## src/rtl/infra_pkg.sv

```systemverilog
// Shared types and constants for the infrastructure reset/monitor slice.
// State encoding is fixed so the monitor register bus can decode it.
package infra_pkg;

  typedef enum logic [1:0] {
    WAIT_LOCK = 2'd0,
    STABLE    = 2'd1,
    HOLD      = 2'd2,
    RUN       = 2'd3
  } rst_state_t;

  localparam int unsigned              LOSS_CNT_W   = 8;
  localparam logic [LOSS_CNT_W-1:0]    LOSS_CNT_MAX = 8'd255;

endpackage

```

## src/rtl/sync_ff.sv

```systemverilog
// Single-bit multi-flop synchronizer for asynchronous level inputs.
// Deliberately unreset so the chain maps onto plain synchronizer cells.
module sync_ff #(
  parameter int unsigned STAGES = 2
) (
  input  logic clk,
  input  logic d,
  output logic q
);

  logic [STAGES-1:0] chain;

  always_ff @(posedge clk) begin
    chain <= {chain[STAGES-2:0], d};
  end

  assign q = chain[STAGES-1];

endmodule

```

## src/rtl/infra_reset_seq.sv

```systemverilog
// Reset sequencer: qualifies PLL lock, holds system reset for a fixed time,
// and records loss-of-lock events as a sticky flag plus saturating counter.
module infra_reset_seq
  import infra_pkg::*;
#(
  parameter int unsigned SYNC_STAGES        = 2,
  parameter int unsigned LOCK_STABLE_CYCLES = 1024,
  parameter int unsigned RESET_HOLD_CYCLES  = 256,
  parameter int unsigned CNT_W              = 16
) (
  input  logic                  clk,
  input  logic                  reset,
  input  logic                  pll_lock,
  input  logic                  soft_reset,
  input  logic                  clear_status,
  output logic                  rst_out,
  output logic                  ready,
  output logic                  lock_lost,
  output logic [LOSS_CNT_W-1:0] lock_loss_count
);

  localparam logic [CNT_W-1:0] STABLE_LAST = CNT_W'(LOCK_STABLE_CYCLES - 1);
  localparam logic [CNT_W-1:0] HOLD_LAST   = CNT_W'(RESET_HOLD_CYCLES - 1);

  logic                  lock_s;
  rst_state_t            state, state_nxt;
  logic [CNT_W-1:0]      cnt, cnt_nxt;
  logic                  lock_lost_nxt;
  logic [LOSS_CNT_W-1:0] loss_cnt_nxt;

  sync_ff #(.STAGES(SYNC_STAGES)) u_lock_sync (
    .clk (clk),
    .d   (pll_lock),
    .q   (lock_s)
  );

  always_ff @(posedge clk) begin
    if (reset) begin
      state           <= WAIT_LOCK;
      cnt             <= '0;
      lock_lost       <= 1'b0;
      lock_loss_count <= '0;
    end else begin
      state           <= state_nxt;
      cnt             <= cnt_nxt;
      lock_lost       <= lock_lost_nxt;
      lock_loss_count <= loss_cnt_nxt;
    end
  end

  always_comb begin
    state_nxt = state;
    cnt_nxt   = cnt;
    // Clear is folded in first so a loss in the same cycle lands on top of it.
    lock_lost_nxt = clear_status ? 1'b0 : lock_lost;
    loss_cnt_nxt  = clear_status ? '0   : lock_loss_count;

    unique case (state)
      WAIT_LOCK: begin
        cnt_nxt = '0;
        if (lock_s) state_nxt = STABLE;
      end
      STABLE: begin
        if (!lock_s) begin
          state_nxt = WAIT_LOCK;
          cnt_nxt   = '0;
        end else if (cnt == STABLE_LAST) begin
          state_nxt = HOLD;
          cnt_nxt   = '0;
        end else begin
          cnt_nxt = cnt + CNT_W'(1);
        end
      end
      HOLD: begin
        if (!lock_s) begin
          state_nxt = WAIT_LOCK;
          cnt_nxt   = '0;
        end else if (cnt == HOLD_LAST) begin
          state_nxt = RUN;
          cnt_nxt   = '0;
        end else begin
          cnt_nxt = cnt + CNT_W'(1);
        end
      end
      RUN: begin
        cnt_nxt = '0;
        if (!lock_s) begin
          state_nxt     = WAIT_LOCK;
          lock_lost_nxt = 1'b1;
          if (loss_cnt_nxt != LOSS_CNT_MAX)
            loss_cnt_nxt = loss_cnt_nxt + LOSS_CNT_W'(1);
        end else if (soft_reset) begin
          state_nxt = HOLD;
        end
      end
      default: begin
        state_nxt = WAIT_LOCK;
        cnt_nxt   = '0;
      end
    endcase
  end

  assign rst_out = (state != RUN);
  assign ready   = (state == RUN);

endmodule

```

## config.mk

```make
export PLATFORM = sky130hd
export DESIGN_NAME = infra_reset_seq
export DESIGN_NICKNAME = d
export VERILOG_FILES = /design/src/rtl/infra_pkg.sv /design/src/rtl/sync_ff.sv /design/src/rtl/infra_reset_seq.sv
export SDC_FILE = /design/constraint.sdc
export NUM_CORES = 1
export LEC_CHECK = 0
export ABC_AREA = 1
export CAP_MARGIN = 40
export CORE_ASPECT_RATIO = 2
export CORE_MARGIN = 4
export CORE_UTILIZATION = 55
export DETAILED_ROUTE_END_ITERATION = 8
export GPL_TIMING_DRIVEN = 0
export HOLD_SLACK_MARGIN = 0.15
export PLACE_DENSITY_LB_ADDON = 0.05
export SLEW_MARGIN = 0
export SYNTH_ARGS = -nofsm -noshare
export SYNTH_HDL_FRONTEND = slang
export SYNTH_HIERARCHICAL = 1
export SYNTH_SLANG_ARGS = --single-unit
export TNS_END_PERCENT = 50
```

## constraint.sdc

```tcl
create_clock -name clk -period 1.95 [get_ports clk]
set_input_delay 0.2925 -clock clk [delete_from_list [all_inputs] [get_ports clk]]
set_output_delay 0.2925 -clock clk [all_outputs]
set_load 0.05 [all_outputs]
```

; ---- Word level (Yosys, flattened, before mapping)
; Cells that the tools add are included.
[totals]
ff_bits = 29
out_inout_bits = 11
word_cells = 41
[classes]
addsub = 2
n_eq_ne = 11
n_mux = 20
n_reduce_logical = 3
[ops]
columns = cell, n
row1 = $mux 16, 4
row2 = $pmux 16 s3, 1
row3 = $mux 8, 4
row4 = $add 16x1->16 const B, 1
row5 = $eq 16x10->1 const B, 1
row6 = $eq 16x8->1 const B, 1
row7 = $mux 2, 7
row8 = $ne 3x3->1 const B, 3
row9 = $add 8x1->8 const B, 1
row10 = $ne 8x8->1 const B, 1
row11 = $pmux 2 s4, 1
row12 = $eq 2x2->1 const B, 2
row13 = $reduce_and 4->1, 1
row14 = $mux 1, 3
row15 = $eq 2x1->1 const B, 1
row16 = $logic_not 2->1, 1
row17 = $ne 2x1->1 const B, 1
row18 = $ne 2x2->1 const B, 1
row19 = $reduce_or 2->1, 1

; ---- Logic depth before layout (Yosys ltp)
; Gate-level depths: netlist (run 1).
[logic_depth]
ltp_word = 5
depth_mapped = 10
ltp_nobuf = 10

; ---- Hierarchy
; Netlist (run 1), hierarchy kept.
[by_module_without_submodules]
columns = module, n_inst, cells_each, area_each_um2, seq_area_each_um2
row1 = infra_reset_seq, 1, 215, 1468.9, 540.5
row2 = sync_ff, 1, 2, 40.0, 40.0

; ---- Least setup slack after synthesis (run 1)
; No wires, ideal clock.
[synth_timing]
kind = register to register
start = reg lock_loss_count[1]
end = reg lock_loss_count[1]
setup_ns = 0.116
t_arrival_ns = 1.592
t_required_ns = 1.834
slack_ns = 0.242
path_stages_with_launch = 11
path_cell_list = dfxtp_1 inv_1 nor2_2 ha_1 nand3_1 nor2_1 nand2_1 nand2_1 inv_2 nor2_1 nor2_1
[synth_via]
elab_chain_len = 5
word_cells_on_any_way = 6
classes_between = add/sub (1) / eq/ne (1) / mux (4)
[synth_lines]
columns = item, line_no
row1 = "start, declared", infra_reset_seq.sv:19  ; output logic [LOSS_CNT_W-1:0] lock_loss_count
row2 = "start signal, assigned", infra_reset_seq.sv:47  ; lock_loss_count <= loss_cnt_nxt;
row3 = $mux 8 (*), infra_reset_seq.sv:56  ; loss_cnt_nxt = clear_status ? '0 : lock_loss_count;
row4 = $add 8x1->8 / $ne 8x8->1 (equally long branches), "infra_reset_seq.sv:91, infra_reset_seq.sv:90"
row5 = $mux 8, infra_reset_seq.sv:90  ; if (loss_cnt_nxt != LOSS_CNT_MAX)
row6 = $mux 8, infra_reset_seq.sv:87  ; if (!lock_s) begin
row7 = $mux 8 (*), infra_reset_seq.sv:58  ; unique case (state)
; Every way passes the cells marked *; elsewhere a longest branch is shown, timed or not.
; A chain may end at the register's enable or synchronous reset.

; ---- Final worst setup path (run 1)
[layout_timing]
start = reg state[1]
end = out rst_out
[layout_via]
elab_chain_len = 1
[layout_lines]
columns = item, line_no
row1 = "start, declared", infra_reset_seq.sv:26  ; rst_state_t state, state_nxt;
row2 = "start signal, assigned", infra_reset_seq.sv:44  ; state <= state_nxt;
row3 = $ne 2x2->1, infra_reset_seq.sv:103  ; assign rst_out = (state != RUN);
row4 = "end, declared", infra_reset_seq.sv:16  ; output logic rst_out,
; No other way between the ends.

==> impl_metrics.ini, run 1 <==
[layout]
mostFrequentLayoutCells = 41 x nand2_1, 39 x nor2_1, 29 x dfxtp_1
mostFrequentLayoutCell = nand2_1
drive_above_1_share_pct = 15.0
insertedDiodeCount = 0
finalNetCount = 246
areaGrowthSynthToFinish_pct = 19.1

[place]
io_buffers = 15
hpwl_um = 2670
gp_congestion = 0.839

[sta]
slew_viol_final = 0
fin_crit_sh_pct = 96.9
whs_ns = 0.330
finalHoldViolations = 0
finalSetupViolCount = 0
rsz0062_at_grt = no
relSlewSlack_pct = 66.9
timing.fmax_ghz = 0.529
tightest_slew_ns = 0.495
fin_crit_ns = 1.89
fin_skew_ns = 0.00707

[yosys]
synth.distinct_cells = 29
avgSynthCellArea_um2 = 6.95
synth_seq_cells = 29
synthArstFlopShare_pct = 0
ys.flop_type = dfxtp_1
syn_inst = 217
synth_edf_count = 0
yosys_warnings = 6
synth_nets = 224
netlist_area_um2 = 1510
ys_seq_area_share_pct = 38.5

[outcome]
status = finished clean

[routing]
dr.pass1.iters = 4
wl_met2_um = 2080
wl_met1_um = 1120
routed_wl_um = 3370
wl_per_cell_um = 12.6
via_count = 1462
routed.top_layer = met4
drc = 0
vias_per_cell = 5.46
drt_iter0_drc = 33
postRouteAntennaNets = 0
met3_length_um = 98

[critical_path]
slowest_stage = clkdlybuf4s50_1
critPathMaxFanout = 5
slowest_delay_ns = 0.81
worstPathArrival_ns = 1.60
setup.worst_path.start_class = register
crit_required_ns = 1.66
path_buf_inv = 1
crit_chain = nand2_2 > clkdlybuf4s50_1
crit_path_end_kind = output port
path_class = reg -> out
path_delay_family = buffers and inverters

[min_path]
hold_class = reg -> reg

[job]
cap_violations = 0

[global_route]
grt_pass1_wl_um = 6100
grt_usage_pct = 22.3
grt.overflow.total = 0
grt_pass1_vias = 1498
grt_max_degree = 11
grt_antenna_before_repair = 0

[cts]
cts_buffers = 5
cts-hold-fix-buffers = 0
cts_tree = yes
insertion_delay_ns = 0.28
cts-root-buf = clkbuf_8
cts_buffer_depth = 2
htree_levels = 2
clkSinkCount = 29
clk_pin_slew_ns = 0.06

[power]
peakVddDrop_mv = 0.653
fin_total_pwr_mw = 1.57
cellPowerDensity_nw_per_um2 = 873
leakage_nw = 0.738

[floorplan]
die_area_um2 = 3700
io_pins = 16
start_util_pct = 58.0
num_rows = 26
coreArea_um2 = 2600
dieHeight_um = 82.1
die_w_um = 45.0
==> layer usage <==
metal  up-vias  GRT usage [%]
li1        737              -
met1       695           19.4
met2        22           42.8
met3         8           4.39
met4         0           14.1
met5         -              0
==> per-stage QoR <==
stage	cells	setup slack, ns	TNS, ns	util [%]	area (um^2)
after floorplan	217	0.242	0	-	1510
after CTS	268	0.0512	0	68.9	1790
after global placement	260	-0.0767	-0.223	65.1	1690
after detailed placement	260	-0.0940	-0.359	65.1	1690
final	268	0.0597	0	69.0	1800
after global routing	268	0.0104	0	69.0	1800
==> Yosys cell counts, types with 2 or more instances <==
| library cell | number | area (um^2) |
|---|---|---|
| o21ai_0 | 10 | 50.1 |
| nor2_1 | 39 | 146 |
| inv_2 | 5 | 18.8 |
| a21oi_1 | 7 | 35.0 |
| xor2_1 | 3 | 26.3 |
| nand2_2 | 6 | 37.5 |
| nand3_1 | 11 | 55.1 |
| nand4_1 | 7 | 43.8 |
| inv_1 | 25 | 93.8 |
| nor3_1 | 7 | 35.0 |
| nor3_2 | 5 | 50.1 |
| nand2_1 | 41 | 154 |
| dfxtp_1 | 29 | 581 |
| nor2_2 | 5 | 31.3 |
| ha_1 | 2 | 25.0 |
| nor2_4 | 2 | 22.5 |
==> power breakdown <==
| part | leakage, nW | switching (mW) | internal [mW] |
|---|---|---|---|
| Clock | 0.0542 | 0.225 | 0.318 |
| Sequential | 0.235 | 0.0458 | 0.627 |
| Combinational | 0.448 | 0.233 | 0.119 |
==> cell families after synthesis <==
group                    count (synthesis)  share of synthesized area (%)
AO/OA/AOI/OAI                           19                           6.38
XOR/XNOR                                 4                           2.32
adder cells (fa/ha/maj)                  2                           1.66
buffers and inverters                   32                           8.54
flip-flops                              29                           38.5
AND/OR/NAND/NOR                        131                           42.6
==> state kept, by name, summed over array words and instances (netlist names) <==
signal,flops
cnt,16
lock_loss_count,8
lock_lost,1
state,2
u_lock_sync/chain,2
==> layout make-up <==
class | count | area, um^2
clock buffer | 7 | 96.3
multi-input combinational | 156 | 800
fill | 232 | 806
inverter | 30 | 113
tap | 28 | 35.0
timing repair buffer | 15 | 151
clock inverter | 1 | 5.00
buffer | 2 | 16.3
sequential | 29 | 581
==> final timing paths <==
| kind | cells past startpoint | slack (ns) | end | startpoint |
|---|---|---|---|---|
| max reg2reg | 9 | 0.35 | cnt[4] | cnt[0] |
| min reg2reg | 0 | 0.33 | u_lock_sync/chain[1] | u_lock_sync/chain[0] |
| min | 0 | 0.33 | u_lock_sync/chain[1] | u_lock_sync/chain[0] |
| max | 2 | 0.06 | rst_out | state[1] |
==> what timing repair did <==
| action | in CTS | in global routing |
|---|---|---|
| gates resized for setup | 1 | 1 |
| cloned | 0 | 0 |
| setup buffers | 0 | 0 |
| setup endpoints to repair | 1 | 2 |
Power figures use the tool's default switching activity.
==> run 2, diff against run 1 <==
- SYNTH_HIERARCHICAL: 1 -> not set
==> run 2 against run 1 <==
Effect of this change: fmax barely moved; worst hold slack lost 0.0034 ns; via count decreased by 6.9%; first-iteration DRC count down 52%; non-clock buffer count increased by 1; largest power group unchanged; highest routed layer unchanged.
==> impl_metrics.ini, run 2 <==
[outcome]
status = finished clean

[power]
pwr-share-clk_pct = 40.7
leakage_nw = 0.700
cellPowerDensity_nw_per_um2 = 736
p_int_mw = 0.983
p_switching_mw = 0.332
peakVddDrop_mv = 0.592
combPwrFrac_pct = 11.8
p_seq_share_pct = 47.5
power_switching_share_pct = 25.2

[cts]
postCtsSetupBuffers = 0
insertion_delay_ns = 0.28
cts-hold-fix-buffers = 0
clkSinkCount = 29
cts_tree = yes
cts-root-buf = clkbuf_8
cts_buffer_depth = 2
cts_buffers = 5
htree_levels = 2
clk_pin_slew_ns = 0.06

[critical_path]
worstPathArrival_ns = 1.60
setup.worst_path.start_class = register
critPathMaxFanout = 7
path_delay_family = buffers and inverters
slowest_delay_ns = 0.82
path_class = reg -> out
crit_required_ns = 1.66
slowest_stage = clkdlybuf4s50_1
crit_path_end_kind = output port
crit_chain = nand2_1 > clkdlybuf4s50_1
path_buf_inv = 1

[sta]
fin_crit_sh_pct = 96.9
tightest_slew_ns = 0.500
relSlewSlack_pct = 66.6
finalSetupTns_ns = 0
fin_crit_ns = 1.89
slew_viol_final = 0
rsz0062_at_grt = no
finalHoldViolations = 0
fin_skew_ns = 0.00247
finalSetupViolCount = 0
timing.fmax_ghz = 0.529

[yosys]
yosysTopAreaCell = dfxtp_1
avgSynthCellArea_um2 = 7.04
synth.top_cell.area_share_pct = 38.7
synth.distinct_cells = 26
ys.flop_type = dfxtp_1
synth_edf_count = 0
yosys-top-cells-count = 38 x nor2_1, 32 x nand2_1, 29 x dfxtp_1, 29 x inv_1, 15 x nand3_1
netlist_area_um2 = 1500
synth_seq_cells = 29
yosys_warnings = 0
synth_area_leaders = dfxtp_1 39%, nor2_1 9.5%, nand2_1 8.0%
synth.most_common_cell = nor2_1
synth_nets = 220
ys_seq_area_share_pct = 38.7
synthArstFlopShare_pct = 0
syn_inst = 213

[floorplan]
io_pins = 16
die_w_um = 44.9
start_util_pct = 58.4
coreArea_um2 = 2570
dieHeight_um = 81.9
num_rows = 26
die_area_um2 = 3680

[place]
dp.cells = 256
io_buffers = 15
gp_congestion = 0.869
dpl_cell_area_um2 = 1690
hpwl_um = 2420

[routing]
dr.pass1.iters = 4
drc = 0
postRouteAntennaNets = 0
drt_iter0_drc = 16
via_count = 1361
routed_wl_um = 3060
wl_per_cell_um = 11.6
vias_per_cell = 5.16

[layout]
mostFrequentLayoutCell = nor2_1
mostFrequentLayoutCells = 37 x nor2_1, 32 x nand2_1, 29 x inv_1, 29 x dfxtp_1, 15 x nand3_1
largest_reg_flops = 16
top_regs = cnt: 16 flops, lock_loss_count: 8 flops
fin_area_um2 = 1790
areaGrowthSynthToFinish_pct = 19.2
finalNetCount = 242
top_register = cnt
drive_above_1_share_pct = 13.1
insertedDiodeCount = 0
finalNonFillerCells = 264

[global_route]
grt_max_degree = 11
grt_antenna_before_repair = 0
grt_usage_pct = 19.9
grt.overflow.total = 0
grt_pass1_wl_um = 5500
grt_pass1_vias = 1387

[min_path]
hold_class = reg -> reg

[job]
cap_violations = 0
[run 2: repair_timing]
item                       CTS  global route
pin swaps                    0             0
resized for setup            1             1
setup endpoints to repair    1             1
[run 2: power by group through the flow]
stage	clock, mW	combinational [mW]	sequential [mW]
after floorplan	0	0.111	0.641
after global placement	0	0.153	0.637
after detailed placement	0	0.158	0.638
after CTS	0.554	0.157	0.625
after global routing	0.571	0.175	0.628
final	0.535	0.155	0.625
[run 2: path summary, 6_finish.rpt]
path                         from                    to  slack, ns  cells past startpoint
max                      state[1]               rst_out       0.06                      2
min          u_lock_sync.chain[0]  u_lock_sync.chain[1]       0.33                      0
max reg2reg                cnt[0]                cnt[9]       0.26                      9
min reg2reg  u_lock_sync.chain[0]  u_lock_sync.chain[1]       0.33                      0
[run 2: metal layers]
metal  track usage (%)  vias up  wire length, um
met1              17.0      608             1080
met4              12.0        0              101
li1                  -      723                -
met2              39.1       19             1790
met3              3.51       11               92
met5                 0        -                0
[run 2: final cells by class]
class                      instances  area (um^2)
clock inverter                     1         5.00
timing repair buffer              15          149
tap                               28         35.0
inverter                          30          113
fill                             231          782
buffer                             3         28.8
clock buffer                       7         96.3
sequential                        29          581
multi-input combinational        151          781
[run 2: kinds of logic after synthesis]
family | after synthesis | share of synthesized area (%)
flops | 29 | 38.7
compound gates | 23 | 8.09
simple gates | 117 | 36.9
buf+inv | 33 | 9.42
fa+ha+maj | 2 | 1.67
xor+xnor | 9 | 5.25
[run 2: per-stage QoR]
stage / setup WS (ns) / total power, mW / hold slack [ns] / utilization, %
after floorplan: 0.233 / 0.752 / 0.310 / -
after global placement: -0.0762 / 0.790 / 0.311 / 65.6
after detailed placement: -0.128 / 0.795 / 0.316 / 65.6
after CTS: 0.0560 / 1.34 / 0.331 / 69.5
after global routing: 0.0105 / 1.37 / 0.346 / 69.6
final: 0.0606 / 1.32 / 0.326 / 69.6
==> run 3, diff against run 2 <==
- SLEW_MARGIN: 0 -> 10
==> results of run 3 <==
Same layout as run 2: the final DEF is identical, and so are final timing and power.
